### config.mk
export PLATFORM = sky130hd
export DESIGN_NAME = mem_responder_flat
export DESIGN_NICKNAME = d
export VERILOG_FILES = /design/src/rtl/mem_responder_if.sv /design/src/rtl/mem_responder.sv /design/src/flat_wrapper.sv
export SDC_FILE = /design/constraint.sdc
export NUM_CORES = 1
export LEC_CHECK = 0
export BUFFER_PORTS_ARGS = -buffer_cell sky130_fd_sc_hd__buf_4
export CAP_MARGIN = 5
export CORE_ASPECT_RATIO = 0.9
export CORE_MARGIN = 5
export CORE_UTILIZATION = 40
export DETAILED_ROUTE_END_ITERATION = 6
export PLACE_DENSITY = 0.62
export SETUP_SLACK_MARGIN = 0.02
export SLEW_MARGIN = 20
export SYNTH_ARGS = -nofsm -noshare
export SYNTH_HDL_FRONTEND = slang
export SYNTH_SLANG_ARGS = --single-unit
### constraint.sdc
create_clock -name clk -period 2.89 [get_ports clk]
set_input_delay 0.1445 -clock clk [delete_from_list [all_inputs] [get_ports clk]]
set_output_delay 0.1445 -clock clk [all_outputs]
set_load 0.1 [all_outputs]
### src/rtl/mem_responder_if.sv
// Bus bundle for the single-port memory responder: request side driven by the
// master (driver), response/status side driven by the slave (responder).
interface mem_responder_if #(
    parameter int ADDR_W = 4,
    parameter int DATA_W = 16,
    parameter int CNT_W  = 8
);
    logic              wr_en;
    logic              rd_en;
    logic [ADDR_W-1:0] addr;
    logic [DATA_W-1:0] wdata;
    logic [DATA_W-1:0] rdata;
    logic              rvalid;
    logic              rd_uninit;
    logic              collision;
    logic [CNT_W-1:0]  wr_count;
    logic [CNT_W-1:0]  rd_count;

    modport master (
        output wr_en, rd_en, addr, wdata,
        input  rdata, rvalid, rd_uninit, collision, wr_count, rd_count
    );

    modport slave (
        input  wr_en, rd_en, addr, wdata,
        output rdata, rvalid, rd_uninit, collision, wr_count, rd_count
    );
endinterface

### src/rtl/mem_responder.sv
// Single-port memory responder: 1-cycle registered read-first RAM with
// written-since-reset tracking, collision strobe and saturating access counters.
module mem_responder #(
    parameter int                 ADDR_W     = 4,
    parameter int                 DATA_W     = 16,
    parameter int                 CNT_W      = 8,
    parameter logic [DATA_W-1:0]  UNINIT_VAL = 16'hDEAD
) (
    input  logic            clk,
    input  logic            reset,
    mem_responder_if.slave  bus
);
    localparam int DEPTH = 2 ** ADDR_W;

    logic [DATA_W-1:0] mem [DEPTH];
    logic [DEPTH-1:0]  wvalid_reg;

    logic [DATA_W-1:0] rdata_reg;
    logic              rvalid_reg;
    logic              rd_uninit_reg;
    logic              collision_reg;
    logic [CNT_W-1:0]  wr_count_reg;
    logic [CNT_W-1:0]  rd_count_reg;

    logic wr_ok;
    logic rd_ok;

    // Requests in a reset cycle are discarded entirely.
    assign wr_ok = bus.wr_en && !reset;
    assign rd_ok = bus.rd_en && !reset;

    // Contents are deliberately not cleared; wvalid_reg hides stale data.
    always_ff @(posedge clk) begin
        if (wr_ok) begin
            mem[bus.addr] <= bus.wdata;
        end
    end

    generate
        for (genvar gi = 0; gi < DEPTH; gi++) begin : g_wvalid
            always_ff @(posedge clk) begin
                if (reset) begin
                    wvalid_reg[gi] <= 1'b0;
                end else if (bus.wr_en && (bus.addr == ADDR_W'(gi))) begin
                    wvalid_reg[gi] <= 1'b1;
                end
            end
        end
    endgenerate

    // Read-first: mem and wvalid_reg are sampled before this edge's write lands.
    always_ff @(posedge clk) begin
        if (reset) begin
            rdata_reg     <= '0;
            rvalid_reg    <= 1'b0;
            rd_uninit_reg <= 1'b0;
            collision_reg <= 1'b0;
        end else begin
            rvalid_reg    <= bus.rd_en;
            rd_uninit_reg <= bus.rd_en && !wvalid_reg[bus.addr];
            collision_reg <= bus.rd_en && bus.wr_en;
            if (bus.rd_en) begin
                rdata_reg <= wvalid_reg[bus.addr] ? mem[bus.addr] : UNINIT_VAL;
            end
        end
    end

    always_ff @(posedge clk) begin
        if (reset) begin
            wr_count_reg <= '0;
            rd_count_reg <= '0;
        end else begin
            if (wr_ok && !(&wr_count_reg)) begin
                wr_count_reg <= wr_count_reg + CNT_W'(1);
            end
            if (rd_ok && !(&rd_count_reg)) begin
                rd_count_reg <= rd_count_reg + CNT_W'(1);
            end
        end
    end

    assign bus.rdata     = rdata_reg;
    assign bus.rvalid    = rvalid_reg;
    assign bus.rd_uninit = rd_uninit_reg;
    assign bus.collision = collision_reg;
    assign bus.wr_count  = wr_count_reg;
    assign bus.rd_count  = rd_count_reg;
endmodule

### src/flat_wrapper.sv
// flat-port wrapper written by rule: the top's interface ports become plain ports
module mem_responder_flat 
#(
    parameter int                 ADDR_W     = 4,
    parameter int                 DATA_W     = 16,
    parameter int                 CNT_W      = 8,
    parameter logic [DATA_W-1:0]  UNINIT_VAL = 16'hDEAD
)
  (clk, reset, bus_wr_en, bus_rd_en, bus_addr, bus_wdata, bus_rdata, bus_rvalid, bus_rd_uninit, bus_collision, bus_wr_count, bus_rd_count);
  mem_responder_if #(.ADDR_W(ADDR_W), .DATA_W(DATA_W), .CNT_W(CNT_W)) bus_i ();
  input  logic clk;
  input  logic reset;
  input wire logic [$bits(bus_i.wr_en)-1:0] bus_wr_en;
  input wire logic [$bits(bus_i.rd_en)-1:0] bus_rd_en;
  input wire logic [$bits(bus_i.addr)-1:0] bus_addr;
  input wire logic [$bits(bus_i.wdata)-1:0] bus_wdata;
  output wire logic [$bits(bus_i.rdata)-1:0] bus_rdata;
  output wire logic [$bits(bus_i.rvalid)-1:0] bus_rvalid;
  output wire logic [$bits(bus_i.rd_uninit)-1:0] bus_rd_uninit;
  output wire logic [$bits(bus_i.collision)-1:0] bus_collision;
  output wire logic [$bits(bus_i.wr_count)-1:0] bus_wr_count;
  output wire logic [$bits(bus_i.rd_count)-1:0] bus_rd_count;
  assign bus_i.wr_en = bus_wr_en;
  assign bus_i.rd_en = bus_rd_en;
  assign bus_i.addr = bus_addr;
  assign bus_i.wdata = bus_wdata;
  assign bus_rdata = bus_i.rdata;
  assign bus_rvalid = bus_i.rvalid;
  assign bus_rd_uninit = bus_i.rd_uninit;
  assign bus_collision = bus_i.collision;
  assign bus_wr_count = bus_i.wr_count;
  assign bus_rd_count = bus_i.rd_count;
  mem_responder #(.ADDR_W(ADDR_W), .DATA_W(DATA_W), .CNT_W(CNT_W), .UNINIT_VAL(UNINIT_VAL)) u_core (.clk(clk), .reset(reset), .bus(bus_i));
endmodule
After elaboration in Yosys (flattened, before gate mapping)
Memories as Yosys holds them, arrays and structs flattened.
Cells that the tools add are included.
{"block": "totals", "out_inout_bits": 35, "romBits": 0, "mem_count": 1, "inputBits": 24, "regBits": 51, "ramBits": 256, "elab_cells": 75, "latch_bits": 0}
{"block": "classes", "order_cmp": 1, "mux": 5, "n_addsub": 2, "eq_ne": 15, "n_mul": 0, "n_reduce_logical": 29, "div": 0, "shift": 0, "bitwise_logic": 0}
{"memory": "u_core.mem", "depth": 16, "word_bits": 16, "rd": 1, "rd_clocked_by_memory_dff": 0, "write_ports": 1, "line_no": "mem_responder.sv:15", "rtl": "logic [DATA_W-1:0] mem [DEPTH];"}
{"operator": "== test 4 bit, second input constant", "count": 8}
{"operator": "logical AND 1 bit", "count": 22}
{"operator": "adder 8 x 1 -> 8 bit, second input constant", "count": 2}
{"operator": "== test 4 x 3 -> 1 bit, second input constant", "count": 4}
{"operator": "2-to-1 mux 16 bit", "count": 1}
{"operator": "AND reduction 8 bit", "count": 2}
{"operator": "== test 4 x 2 -> 1 bit, second input constant", "count": 2}
{"operator": "< comparator 4 x 5 -> 1 bit, second input constant", "count": 1}
{"operator": "binary-select mux 1 bit (select 4 bit)", "count": 1}
{"operator": "== test 4 x 1 -> 1 bit, second input constant", "count": 1}
{"operator": "zero test 1 bit", "count": 4}
{"operator": "zero test 4 bit", "count": 1}
{"operator": "2-to-1 mux 1 bit", "count": 3}

Longest topological paths before layout
{"block": "depth", "ltp_word": 4, "ltp_mapped": 7, "depth_no_buf": 5}

Worst setup path before layout
No wires, ideal clock.
{"block": "synth_timing", "path_kind": "reg2reg", "startpoint": "register u_core.wr_count_reg[0], in the netlist u_core.bus.wr_count[0]", "endpoint": "register u_core.wr_count_reg[7], in the netlist u_core.bus.wr_count[7]", "arrival_ns": 2.206, "required_ns": 2.820, "synth_period_minus_slack_ns": 2.277, "n_path_buf": 0, "setup_ns": 0.070, "setup_slack_ns": 0.613, "stages_incl_launch_ff": 6, "path_cell_list": "dfxtp_1 ha_1 and4_1 or2_2 or4_1 a21oi_1"}
{"block": "synth_between", "elab_chain_cells": 3, "word_cells_on_any_way": 4, "cone_classes": "add/sub: 1; reduce/logical: 3"}
{"item": "start: declaration", "line_no": "mem_responder.sv:22", "rtl": "logic [CNT_W-1:0] wr_count_reg;"}
{"item": "start signal: assignment", "line_no": "mem_responder.sv:74", "rtl": "wr_count_reg <= wr_count_reg + CNT_W'(1);"}
{"item": "branches (longest 3 deep; another with adder 8 x 1 -> 8 bit)"}
Several ways; the timed one is not identified.
A chain may end at the register's enable or synchronous reset.

Final worst setup path
Same ends and word-level chain as after synthesis.

==> run_results.csv <==
group,metric,value,unit
pwr,p_per_area,672,nW/µm²
sta,rsz0062_at_grt,"false",
synthesis,ys_seq_elements,307,
route,antenna_left,0,
synthesis,synth_nets,645,
job,maxCapViolations,0,
sta,setup_viol,0,
synthesis,ys_seq_area_share,73.3,%
clocking,path_clk_slew,60,ps
floorplan,core-area,29100,µm²
route,drt_iter0_drc,381,
route,routed-via-count,6119,
route,wirelength,25900,µm
sta,finalCriticalPeriod,1900,ps
cells_and_area,area_delta_synth_final,17.7,%
sta,finClkSkew,7.68,ps
clocking,ctsResizeCount,0,
pwr,ir_worst_vdd,0.525,mV
synthesis,synth_edf_count,256,
route,avgRoutedWirePerCell,22.9,µm
global_route,antenna_found_initial,0,
synthesis,synth-main-ff-cell,"edfxtp_1",
floorplan,die_width,192,µm
sta,tightest_slew,784,ps
sta,fin_crit_sh,65.7,%
critical_path,setup.worst_path.start_class,"flip-flop",
global_route,track_usage,15.6,%
synthesis,ys_warn_count,0,
place,dpl.hpwl,15200,µm
global_route,grt_max_degree,52,
global_route,grt_pass1_vias,6573,
sta,relSlewSlack,47.6,%
cells_and_area,final_common_cell,"edfxtp_1",
min_path,hold_path_class,"primary input to flip-flop",
sta,maxSlewViolCount,0,
sta,setup_tns,0,ps
pwr,p_leak,4.60,nW
clocking,clock-sinks,307,
place,port_buffers,58,
floorplan,pin_count,59,
critical_path,critPathArrivalTime,2360,ps
critical_path,worst-path-max-fanout,5,
floorplan,std_cell_rows,59,
cells_and_area,fin_area,14000,µm²
sta,timing_hold_violations_final,0,
synthesis,syn_avg_cell_area,19.2,µm²
synthesis,netlist_area,11900,µm²
clocking,cts_buffer_depth,3,
global_route,overflow,0,
route,first_pass_iters,5,
floorplan,die_area,33200,µm²
route,remaining_drc_errors,0,
clocking,cts_hold_buffers,16,
clocking,cts_tree,"done",
critical_path,worst-setup-path-type,"flip-flop to flip-flop",
floorplan,initial_core_util,40.8,%
critical_path,setup.worst_path.end_class,"flip-flop",
place,place.gp.congestion,0.775,
clocking,cts_max_level,1,
cells_and_area,final_nets,739,
synthesis,synth.distinct_cells,50,
clocking,numCtsBuffers,29,
sta,fmax,527,MHz
clocking,clockRootBuffer,"clkbuf_16",
synthesis,async_flop_share,0,%
place,place_area,12800,µm²
floorplan,die-height,173,µm
global_route,grt_pass1_wl,39700,µm
clocking,clk_latency,540,ps
cells_and_area,largest_reg_flops,256,
run_status,status,"complete, no violations",
critical_path,required,3350,ps
cells_and_area,layout-drive-gt1-share,28.5,%
cells_and_area,layout_common_cells,"256 x edfxtp_1, 81 x buf_4, 51 x mux4_2, 51 x dfxtp_1, 29 x clkbuf_16",
synthesis,synth_cells,619,
route,drt-vias-per-instance,5.41,
clocking,post_cts_buffers,0,
cells_and_area,antennaDiodeCount,0,
==> synth_stat cells, types with 2 or more instances <==
| cell | instances | area, µm² |
|---|---|---|
| buf_6 | 4 | 45.0 |
| a221oi_1 | 6 | 52.6 |
| nand2b_1 | 5 | 31.3 |
| or4_1 | 4 | 30.0 |
| nor2b_1 | 3 | 18.8 |
| and4_1 | 2 | 17.5 |
| or3_1 | 3 | 18.8 |
| a221oi_2 | 5 | 75.1 |
| ha_1 | 2 | 25.0 |
| mux4_2 | 51 | 1150 |
| nor3_1 | 2 | 10.0 |
| edfxtp_1 | 256 | 7690 |
| buf_1 | 7 | 26.3 |
| a31o_1 | 5 | 43.8 |
| a22oi_2 | 2 | 25.0 |
| buf_12 | 3 | 60.1 |
| a311oi_1 | 7 | 61.3 |
| buf_2 | 8 | 40.0 |
| nand3b_1 | 3 | 22.5 |
| or2_2 | 3 | 18.8 |
| a311oi_2 | 4 | 60.1 |
| xnor2_1 | 4 | 35.0 |
| o31ai_1 | 3 | 22.5 |
| and2_1 | 2 | 12.5 |
| o21ai_0 | 4 | 20.0 |
| a22oi_1 | 10 | 75.1 |
| a22o_1 | 11 | 96.3 |
| nand2_1 | 12 | 45.0 |
| inv_1 | 22 | 82.6 |
| nand3_1 | 5 | 25.0 |
| nor3b_1 | 5 | 37.5 |
| a31oi_1 | 3 | 18.8 |
| nor2_1 | 38 | 143 |
| o22ai_1 | 16 | 100 |
| dfxtp_1 | 51 | 1020 |
| clkbuf_1 | 13 | 48.8 |
| a21oi_1 | 6 | 30.0 |
| mux4_1 | 17 | 447 |
==> cell type report <==
class                      count  area, µm²
timing repair buffer         100        828
fill                        2451      15100
clock buffer                  35        768
inverter                      22       82.6
sequential                   307       8710
tap                          396        495
clock inverter                19        215
multi-input combinational    253       2890
==> worst max-delay path, stage by stage (launching register included) <==
cell and delay [ps]:
dfxtp_1 350, ha_1 260, and4_1 260, or2_2 320, or4_1 460, a21oi_1 160
==> final timing paths <==
check / slack [ps] / depth (start not counted) / to / startpoint
setup / recovery: 990 / 5 / u_core.bus.wr_count[7] / u_core.bus.wr_count[0]
hold reg to reg: 480 / 2 / u_core.wvalid_reg[14] / u_core.wvalid_reg[14]
setup reg to reg: 990 / 5 / u_core.bus.wr_count[7] / u_core.bus.wr_count[0]
hold / removal: 90 / 2 / u_core.bus.rd_count[7] / reset
==> cells by family (layout without fill, tap and decap cells) <==
| logic type | after synthesis | count (layout) | share of synthesized area, % |
|---|---|---|---|
| DFF | 307 | 307 | 73.3 |
| buffers and inverters | 59 | 176 | 2.72 |
| adders and majority gates | 2 | 2 | 0.211 |
| xor gates and xnor gates | 5 | 5 | 0.369 |
| and+or+nand+nor | 90 | 90 | 3.80 |
| muxes | 68 | 68 | 13.4 |
| AOI/OAI and AO/OA | 88 | 88 | 6.15 |
==> through the flow <==
step           power (mW)  instances  hold slack [ps]  setup slack, ps  utilization [%]
2_1_floorplan        5.40        619              243              613                -
3_3_place_gp         5.57       1062              429              724             44.1
3_5_place_dp         5.59       1062              451              667             44.1
4_1_cts              9.48       1132             67.1              996             48.1
5_1_grt              9.71       1132             91.1              902             48.1
6_report             9.39       1132             88.3              991             48.1
==> power breakdown <==
part | total (mW) | switching (mW) | internal (mW)
logic | 0.618 | 0.404 | 0.214
registers | 4.89 | 0.0305 | 4.86
clock network | 3.89 | 1.56 | 2.33
total | 9.39 | 1.99 | 7.40
==> layer usage <==
layer	track usage [%]	share of wire [%]	vias to the layer above
li1	-	-	2730
met1	20.7	42	3197
met2	27.4	51	162
met3	2.60	5.2	30
met4	3.14	1.6	0
met5	0	0	-
Power figures use the tool's default switching activity.
